[src/rtl/muldiv_unit.sv]
// Iterative radix-2 multiply/divide unit: shift-add MULT/MULTU and restoring DIV/DIVU
// on operand magnitudes, with sign fix-up and HI/LO result registers.
module muldiv_unit #(
  parameter int WIDTH = 32
) (
  input  logic             clk_i,
  input  logic             rst_i,
  input  logic             start_i,
  input  logic [1:0]       op_i,
  input  logic [WIDTH-1:0] a_i,
  input  logic [WIDTH-1:0] b_i,
  input  logic             flush_i,
  output logic             busy_o,
  output logic             done_o,
  output logic [WIDTH-1:0] hi_o,
  output logic [WIDTH-1:0] lo_o,
  output logic             div_by_zero_o
);

  localparam int               CNT_W    = $clog2(WIDTH + 1);
  localparam logic [CNT_W-1:0] CNT_LOAD = CNT_W'(WIDTH);
  localparam logic [CNT_W-1:0] CNT_ONE  = CNT_W'(1);

  typedef enum logic [1:0] {
    S_IDLE = 2'd0,
    S_CALC = 2'd1,
    S_FIX  = 2'd2,
    S_DONE = 2'd3
  } state_t;

  state_t r_state;
  state_t w_next;
  logic   w_accept;
  logic   w_fix_wr;

  logic [CNT_W-1:0] r_cnt;
  logic [1:0]       r_op;
  logic [WIDTH-1:0] r_a;
  logic [WIDTH-1:0] r_mb;
  logic [WIDTH-1:0] r_hi;
  logic [WIDTH-1:0] r_lo;
  logic             r_neg_q;
  logic             r_neg_r;
  logic [WIDTH-1:0] r_hi_out;
  logic [WIDTH-1:0] r_lo_out;
  logic             r_dbz;

  logic signed [WIDTH-1:0] w_a_s;
  logic signed [WIDTH-1:0] w_b_s;
  logic                    w_sgn;
  logic                    w_a_neg;
  logic                    w_b_neg;
  logic [WIDTH:0]          w_madd;
  logic [WIDTH:0]          w_shift;
  logic [WIDTH-1:0]        w_sub;
  logic                    w_qbit;
  logic [2*WIDTH-1:0]      w_prod;

  function automatic logic [WIDTH-1:0] f_neg(input logic [WIDTH-1:0] v, input logic en);
    return en ? ('0 - v) : v;
  endfunction

  function automatic logic [2*WIDTH-1:0] f_neg2(input logic [2*WIDTH-1:0] v, input logic en);
    return en ? ('0 - v) : v;
  endfunction

  // Two's-complement negate of MIN yields MIN, i.e. the unsigned magnitude 2^(WIDTH-1).
  function automatic logic [WIDTH-1:0] f_mag(input logic [WIDTH-1:0] v, input logic neg);
    return f_neg(v, neg);
  endfunction

  always_comb begin
    w_a_s   = a_i;
    w_b_s   = b_i;
    w_sgn   = ~op_i[0];
    w_a_neg = w_sgn && (w_a_s < 0);
    w_b_neg = w_sgn && (w_b_s < 0);
  end

  always_ff @(posedge clk_i) begin
    if (rst_i) r_state <= S_IDLE;
    else       r_state <= w_next;
  end

  // DONE accepts a new start just like IDLE, giving one operation per WIDTH+2 cycles.
  always_comb begin
    w_next   = r_state;
    w_accept = 1'b0;
    case (r_state)
      S_IDLE, S_DONE: begin
        w_next = S_IDLE;
        if (start_i && !flush_i) begin
          w_next   = S_CALC;
          w_accept = 1'b1;
        end
      end
      S_CALC: begin
        if (flush_i)               w_next = S_IDLE;
        else if (r_cnt == CNT_ONE) w_next = S_FIX;
      end
      S_FIX:   w_next = flush_i ? S_IDLE : S_DONE;
      default: w_next = S_IDLE;
    endcase
  end

  always_comb begin
    busy_o        = (r_state != S_IDLE);
    done_o        = (r_state == S_DONE);
    w_fix_wr      = (r_state == S_FIX) && !flush_i;
    hi_o          = r_hi_out;
    lo_o          = r_lo_out;
    div_by_zero_o = r_dbz;
  end

  // Iteration datapath: one shift-add or one restoring-divide step per CALC cycle.
  always_comb begin
    w_madd  = {1'b0, r_hi} + (r_lo[0] ? {1'b0, r_mb} : '0);
    w_shift = {r_hi, r_lo[WIDTH-1]};
    w_qbit  = (w_shift >= {1'b0, r_mb});
    w_sub   = w_shift[WIDTH-1:0] - r_mb;
    w_prod  = f_neg2({r_hi, r_lo}, r_neg_q);
  end

  always_ff @(posedge clk_i) begin
    if (w_accept) begin
      r_op    <= op_i;
      r_a     <= a_i;
      r_mb    <= f_mag(b_i, w_b_neg);
      r_lo    <= f_mag(a_i, w_a_neg);
      r_hi    <= '0;
      r_neg_q <= w_a_neg ^ w_b_neg;
      r_neg_r <= w_a_neg;
    end else if (r_state == S_CALC) begin
      if (r_op[1]) begin
        r_hi <= w_qbit ? w_sub : w_shift[WIDTH-1:0];
        r_lo <= {r_lo[WIDTH-2:0], w_qbit};
      end else begin
        r_hi <= w_madd[WIDTH:1];
        r_lo <= {w_madd[0], r_lo[WIDTH-1:1]};
      end
    end
  end

  // Counter and architectural HI/LO; results land on the FIX->DONE edge.
  always_ff @(posedge clk_i) begin
    if (rst_i) begin
      r_cnt    <= '0;
      r_hi_out <= '0;
      r_lo_out <= '0;
      r_dbz    <= 1'b0;
    end else begin
      if (w_accept)                 r_cnt <= CNT_LOAD;
      else if (r_state == S_CALC)   r_cnt <= r_cnt - CNT_ONE;
      if (w_fix_wr) begin
        if (!r_op[1]) begin
          {r_hi_out, r_lo_out} <= w_prod;
          r_dbz                <= 1'b0;
        end else if (r_mb == '0) begin
          r_hi_out <= r_a;
          r_lo_out <= '1;
          r_dbz    <= 1'b1;
        end else begin
          r_hi_out <= f_neg(r_hi, r_neg_r);
          r_lo_out <= f_neg(r_lo, r_neg_q);
          r_dbz    <= 1'b0;
        end
      end
    end
  end

endmodule

[config.mk]
export PLATFORM = sky130hd
export DESIGN_NAME = muldiv_unit
export DESIGN_NICKNAME = d
export VERILOG_FILES = /design/src/rtl/muldiv_unit.sv
export SDC_FILE = /design/constraint.sdc
export NUM_CORES = 1
export LEC_CHECK = 0
export ABC_AREA = 1
export CORE_AREA = 2 2 233 235
export DETAILED_ROUTE_END_ITERATION = 7
export DIE_AREA = 0 0 235 237
export PLACE_DENSITY = 0.49
export SLEW_MARGIN = 15
export SYNTH_ARGS = -nofsm -noshare
export SYNTH_HDL_FRONTEND = slang
export SYNTH_SLANG_ARGS = --single-unit
[constraint.sdc]
create_clock -name clk_i -period 4.9 [get_ports clk_i]
set_input_delay 0.49 -clock clk_i [delete_from_list [all_inputs] [get_ports clk_i]]
set_output_delay 0.49 -clock clk_i [all_outputs]
set_load 0.05 [all_outputs]
# Yosys cells after proc, flatten, opt, wreduce, memory -nomap -nowiden
# Index checks and enable logic that the tools add are counted.
[totals] regBits=205 in_bits=70 output_inout_bits=67 wordCells=68
[classes] addsub=8 n_lt_le_gt_ge=3 eq_ne=5 mux=26 bitwise=2 reduce_logical=11
[op_table] op="two-way mux 32 bit" n=14
[op_table] op="subtractor 1 x 32 -> 32 bit (first input constant)" n=4
[op_table] op="less-than comparator 32 x 1 -> 1 bit (second input constant)" n=2
[op_table] op="two-way mux 64 bit" n=1
[op_table] op="subtractor 1 x 64 -> 64 bit (first input constant)" n=1
[op_table] op="adder 32 x 32 -> 33 bit" n=1
[op_table] op=">= comparator 33 x 32 -> 1 bit" n=1
[op_table] op="zero test 32 bit" n=1
[op_table] op="subtractor 32 bit" n=1
[op_table] op="two-way mux 6 bit" n=2
[op_table] op="== test 6 x 1 -> 1 bit (second input constant)" n=1
[op_table] op="two-way mux 2 bit" n=3
[op_table] op="one-hot mux 2 bit (3 select lines)" n=1
[op_table] op="subtractor 6 x 1 -> 6 bit (second input constant)" n=1
[op_table] op="two-way mux 1 bit" n=5
[op_table] op="== test 2 bit (second input constant)" n=2
[op_table] op="logical AND 1 bit" n=4
[op_table] op="nonzero test 2 bit" n=2
[op_table] op="OR reduction 2 bit" n=2
[op_table] op="inequality test 3 bit (second input constant)" n=1
[op_table] op="== test 2 x 1 -> 1 bit (second input constant)" n=1
[op_table] op="zero test 2 bit" n=1
[op_table] op="zero test 1 bit" n=1
[op_table] op="NOT 1 bit" n=1
[op_table] op="XOR 1 bit" n=1

# Depth between registers and ports, before layout
[depth] depth_word=5 ltp_mapped=20 mapped_depth_nobuf=18

# Least setup slack after synthesis
# No wires, ideal clock.
[synth_timing] path_kind="reg2reg" from="reg r_state[0]" to="reg r_a[0] (enable)" setup_ns=0.457 arrival_ns=3.370 t_required_ns=4.443 slack_ns=1.073 stages_incl_launch_ff=8 path_buffers=2 synth_period_minus_slack_ns=3.827 path_cell_list="dfxtp_1 inv_1 ha_1 inv_1 nand3_1 inv_1 clkbuf_1 buf_1"
[synth_between] elab_chain_len=3 word_cells_on_any_way=4 cone_classes="eq/ne (1); mux (1); reduce/logical (2)"
[synth_rtl] element="start, declared" line="31" source="state_t r_state;"
[synth_rtl] element="start signal, assigned" line="82" source="else r_state <= w_next;"
[synth_rtl] element="== test 2 bit or zero test 2 bit (tied branches)" line="89" source="case (r_state)"
[synth_rtl] element="OR reduction 2 bit *" line="89"
[synth_rtl] element="two-way mux 1 bit *" line="89"
[synth_rtl] element="named net w_accept" line="33" source="logic w_accept;"
[synth_rtl] element="end signal, assigned" line="127" source="r_a <= a_i;"
[synth_rtl] element="end, declared" line="38" source="logic [WIDTH-1:0] r_a;"
# Mark *: on every way through the listed nets, which the timed path passes. The rest lies on a longest branch.
# A chain may end at the register's enable or synchronous reset.

# Worst setup path after layout
[layout_timing] from="reg r_lo[0]" to="reg r_hi[24]"
[layout_between] elab_chain_len=3
[layout_rtl] element="start, declared" line="41" source="logic [WIDTH-1:0] r_lo;"
[layout_rtl] element="start signal, assigned" line="129" source="r_lo <= f_mag(a_i, w_a_neg);"
[layout_rtl] element="start signal, assigned" line="136" source="r_lo <= {r_lo[WIDTH-2:0], w_qbit};"
[layout_rtl] element="start signal, assigned" line="139" source="r_lo <= {w_madd[0], r_lo[WIDTH-1:1]};"
[layout_rtl] element="two-way mux 32 bit" line="117" source="w_madd = {1'b0, r_hi} + (r_lo[0] ? {1'b0, r_mb} : '0);"
[layout_rtl] element="adder 32 x 32 -> 33 bit" line="117"
[layout_rtl] element="two-way mux 32 bit" line="134" source="if (r_op[1]) begin"
[layout_rtl] element="end signal, assigned" line="135" source="r_hi <= w_qbit ? w_sub : w_shift[WIDTH-1:0];"
[layout_rtl] element="end signal, assigned" line="138" source="r_hi <= w_madd[WIDTH:1];"
[layout_rtl] element="end, declared" line="40" source="logic [WIDTH-1:0] r_hi;"
# Every way passes these cells.

==> results_dict.tcl <==
set metrics [dict create \
    status "finished, final reports clean" \
    critPathRequiredTime_ns 5.39 \
    crit_slowest_cell "edfxtp_1" \
    synth-seq-area-share 0.274 \
    hold_end "div_by_zero_o" \
    fin_crit_ns 3.51 \
    ys_warn_count 0 \
    syn_nets 3221 \
    diodes 0 \
    cts_buffers 27 \
    m1WireLength_um 40600 \
    peakVddDrop_mv 0.272 \
    maxSlewViolCount 0 \
    grt_first_pass_wirelength_um 125000 \
    grt_setup_unrepaired "no" \
    syn_avg_cell_area_um2 6.02 \
    dr.pass1.iters 6 \
    fin_nets 3313 \
    cts_sinks 204 \
    fp.dieW_um 235 \
    startpoint_type "flop" \
    finalHoldViolCount 0 \
    cts_resized 0 \
    crit_chain "buf_4, nand2_1, inv_1, ha_1, nand2_1, nor2_1, nand2_1, nor2_1, nand2_1, nand2_1, nand2_1, nand3_1, nand4_1, nand2_1, inv_1" \
    synth_edf_count 99 \
    hp-start "div_by_zero_o" \
    viasPerCell 5.34 \
    insertion_delay_ns 0.59 \
    row_count 85 \
    cp_top_family "simple AND/OR/NAND/NOR gates" \
    path_buf_inv 3 \
    crit_type "flop to flop" \
    drtAntennaViolNets 0 \
    syn_area_um2 18500 \
    r2r-start "r_lo[0]" \
    wl_met3_um 6730 \
    die_area_um2 55700 \
    drc 0 \
    r2r_cells 15 \
    rr_endpoint "r_hi[24]" \
    ys_types 45 \
    htree_num_levels 1 \
    p_per_area_nw_per_um2 333 \
    cts.clk_slew.worst_paths_ns 0.06 \
    hpwlAfterDp_um 68100 \
    synth_cells 3075 \
    gp_congestion 0.966 \
    vias 20750 \
    slew_headroom 0.245 \
    skew_ns 0.0198 \
    syn_to_final_growth_pct 16.0 \
    ioPinCount 137 \
    rrSetupSlack_ns 1.39 \
    drive_gt1_frac 0.0430 \
    cp_slowest_stage_delay_ns 0.79 \
    crit_fanout 21 \
    overflow 0 \
    port_buffers 136 \
    hold_slack_ns 0.469 \
    cts-root-buf "clkbuf_16" \
    netlist_top_cells_area "nand2_1 (20%), edfxtp_1 (16%), dfxtp_1 (11%)" \
    max_cap_violations 0 \
    yosys.area.top_type "nand2_1" \
    grt_pass1_vias 19158 \
    ys_ff_latch 204 \
    grt_max_degree 75 \
    wl_met2_um 34900 \
    initial_core_util 0.347 \
    setup_violations 0 \
    power.leakage_nw 10.2 \
    fin_tns_setup_ns 0 \
    cp-end-kind "flop" \
    fp.dieH_um 237 \
    whs_path_depth 2 \
    postCtsHoldBufs 0 \
    drt_iter0_markers 2246 \
    p_total_w 0.00715 \
    max_freq_ghz 0.285 \
    core_um2 53300 \
    final_core_util 0.403 \
    async_flop_share 0 \
    post-route-period-util 0.717 \
    cts_buffer_depth 3 \
    routed.top_layer "met4" \
    worst_slew_pin_slew_ns 1.13 \
    cp_common_cell "nand2_1" \
    synth_flop_cell "dfxtp_1" \
    grt_util_all_layers 0.295 \
    post-cts-setup-buffers 0 \
    antenna_found_initial 0 \
    hp-class "flop to flop" \
    drt-total-wl_um 84500 \
    tritoncts "yes" \
    avgRoutedWirePerCell_um 21.8 \
    crit_arrival_ns 4.00 \
    yosysTopAreaCellShare 0.197 \
]
## routing by layer
metal	vias to the layer above	track usage
met4	0	0.0735
li1	9962	-
met3	112	0.0416
met1	9789	0.447
met5	-	0
met2	887	0.434
## Yosys cell counts, types with 9 or more instances
master and n:
a31oi_1 11, nand2_2 9, nor3_1 32, edfxtp_1 99, dfxtp_1 105, o21ai_1 28, o21bai_1 11, nor2_1 308
nand3_1 195, buf_2 14, xor2_1 89, inv_2 17, ha_1 74, nand4_1 49, inv_1 458, nand2_1 972
buf_1 18, nand3b_1 29, a21oi_1 235, nor4_1 11, xnor2_1 17, clkbuf_1 67, o21ai_0 166
## power by group
part           switching [W]  leakage [nW]  internal, W  total [W]
clock               0.000871         0.438      0.00117    0.00204
combinational        0.00202          8.02     0.000860    0.00288
sequential          0.000281          1.79      0.00195    0.00223
total                0.00317          10.2      0.00398    0.00715
## cells in the final DEF (no fill, tap or decap), types with 3 or more instances in the layout
master,count
a21oi_1,235
a31oi_1,11
and2_1,4
buf_4,30
clkbuf_1,4
clkbuf_16,27
clkbuf_8,3
clkdlybuf4s50_1,136
clkinv_1,3
clkinv_2,8
clkinvlp_4,3
dfxtp_1,105
edfxtp_1,99
ha_1,74
inv_1,455
inv_2,18
nand2_1,971
nand2_2,10
nand3_1,194
nand3_2,3
nand3b_1,29
nand4_1,49
nor2_1,307
nor2_2,6
nor2_4,8
nor3_1,32
nor3_2,6
nor4_1,11
o211ai_1,7
o21ai_0,166
o21ai_1,28
o21bai_1,11
o31ai_1,3
or2_2,5
xnor2_1,17
xor2_1,89
## flip-flops by register name, indices dropped and copies added, names as in the netlist
signal	flops
r_neg_q	1
r_lo	32
r_state	2
r_neg_r	1
r_a	32
r_cnt	6
r_mb	32
hi_o	32
r_op	1
lo_o	32
div_by_zero_o	1
r_hi	32
## logic make-up (layout without fill, tap and decap cells)
family	count (synthesis)	in the layout	share of synthesized area
flops	204	204	0.274
buf+inv	582	695	0.120
simple gates	1641	1641	0.372
fa+ha+maj	76	76	0.0522
compound gates	466	466	0.131
xor+xnor	106	106	0.0502
## worst max path at each step
stage,from,endpoint,slack (ns),cells after the start
floorplan,r_state[0],r_a[0],1.07,7
global placement,r_lo[0],r_hi[24],1.41,15
detailed placement,r_lo[0],r_hi[25],1.51,16
CTS,r_lo[0],r_hi[25],1.48,16
global route,r_lo[0],r_hi[24],1.17,15
finish,r_lo[0],r_hi[24],1.39,15
## metrics by stage
stage	std cells	instance area [um2]	setup WS (ns)
after floorplan	3075	18500	1.07
after global placement	3834	20600	1.41
after detailed placement	3834	20600	1.51
after CTS	3884	21500	1.48
after global routing	3884	21500	1.17
final	3884	21500	1.39
## final cells by class
| class | instances | area, um2 |
|---|---|---|
| Multi-Input combinational cell | 2289 | 11200 |
| Inverter | 478 | 1800 |
| Sequential cell | 204 | 5070 |
| Clock inverter | 16 | 164 |
| Fill cell | 5866 | 31800 |
| Tap cell | 696 | 871 |
| Timing Repair Buffer | 167 | 1610 |
| Clock buffer | 34 | 732 |
## worst register-to-register path, cell delays in order, from the launching register on
cell,delay (ns)
edfxtp_1,0.79
buf_4,0.40
nand2_1,0.16
inv_1,0.12
ha_1,0.26
nand2_1,0.23
nor2_1,0.50
nand2_1,0.25
nor2_1,0.14
nand2_1,0.09
nand2_1,0.09
nand2_1,0.05
nand3_1,0.11
nand4_1,0.11
nand2_1,0.08
inv_1,0.04
(Power assumes the default switching activity.)
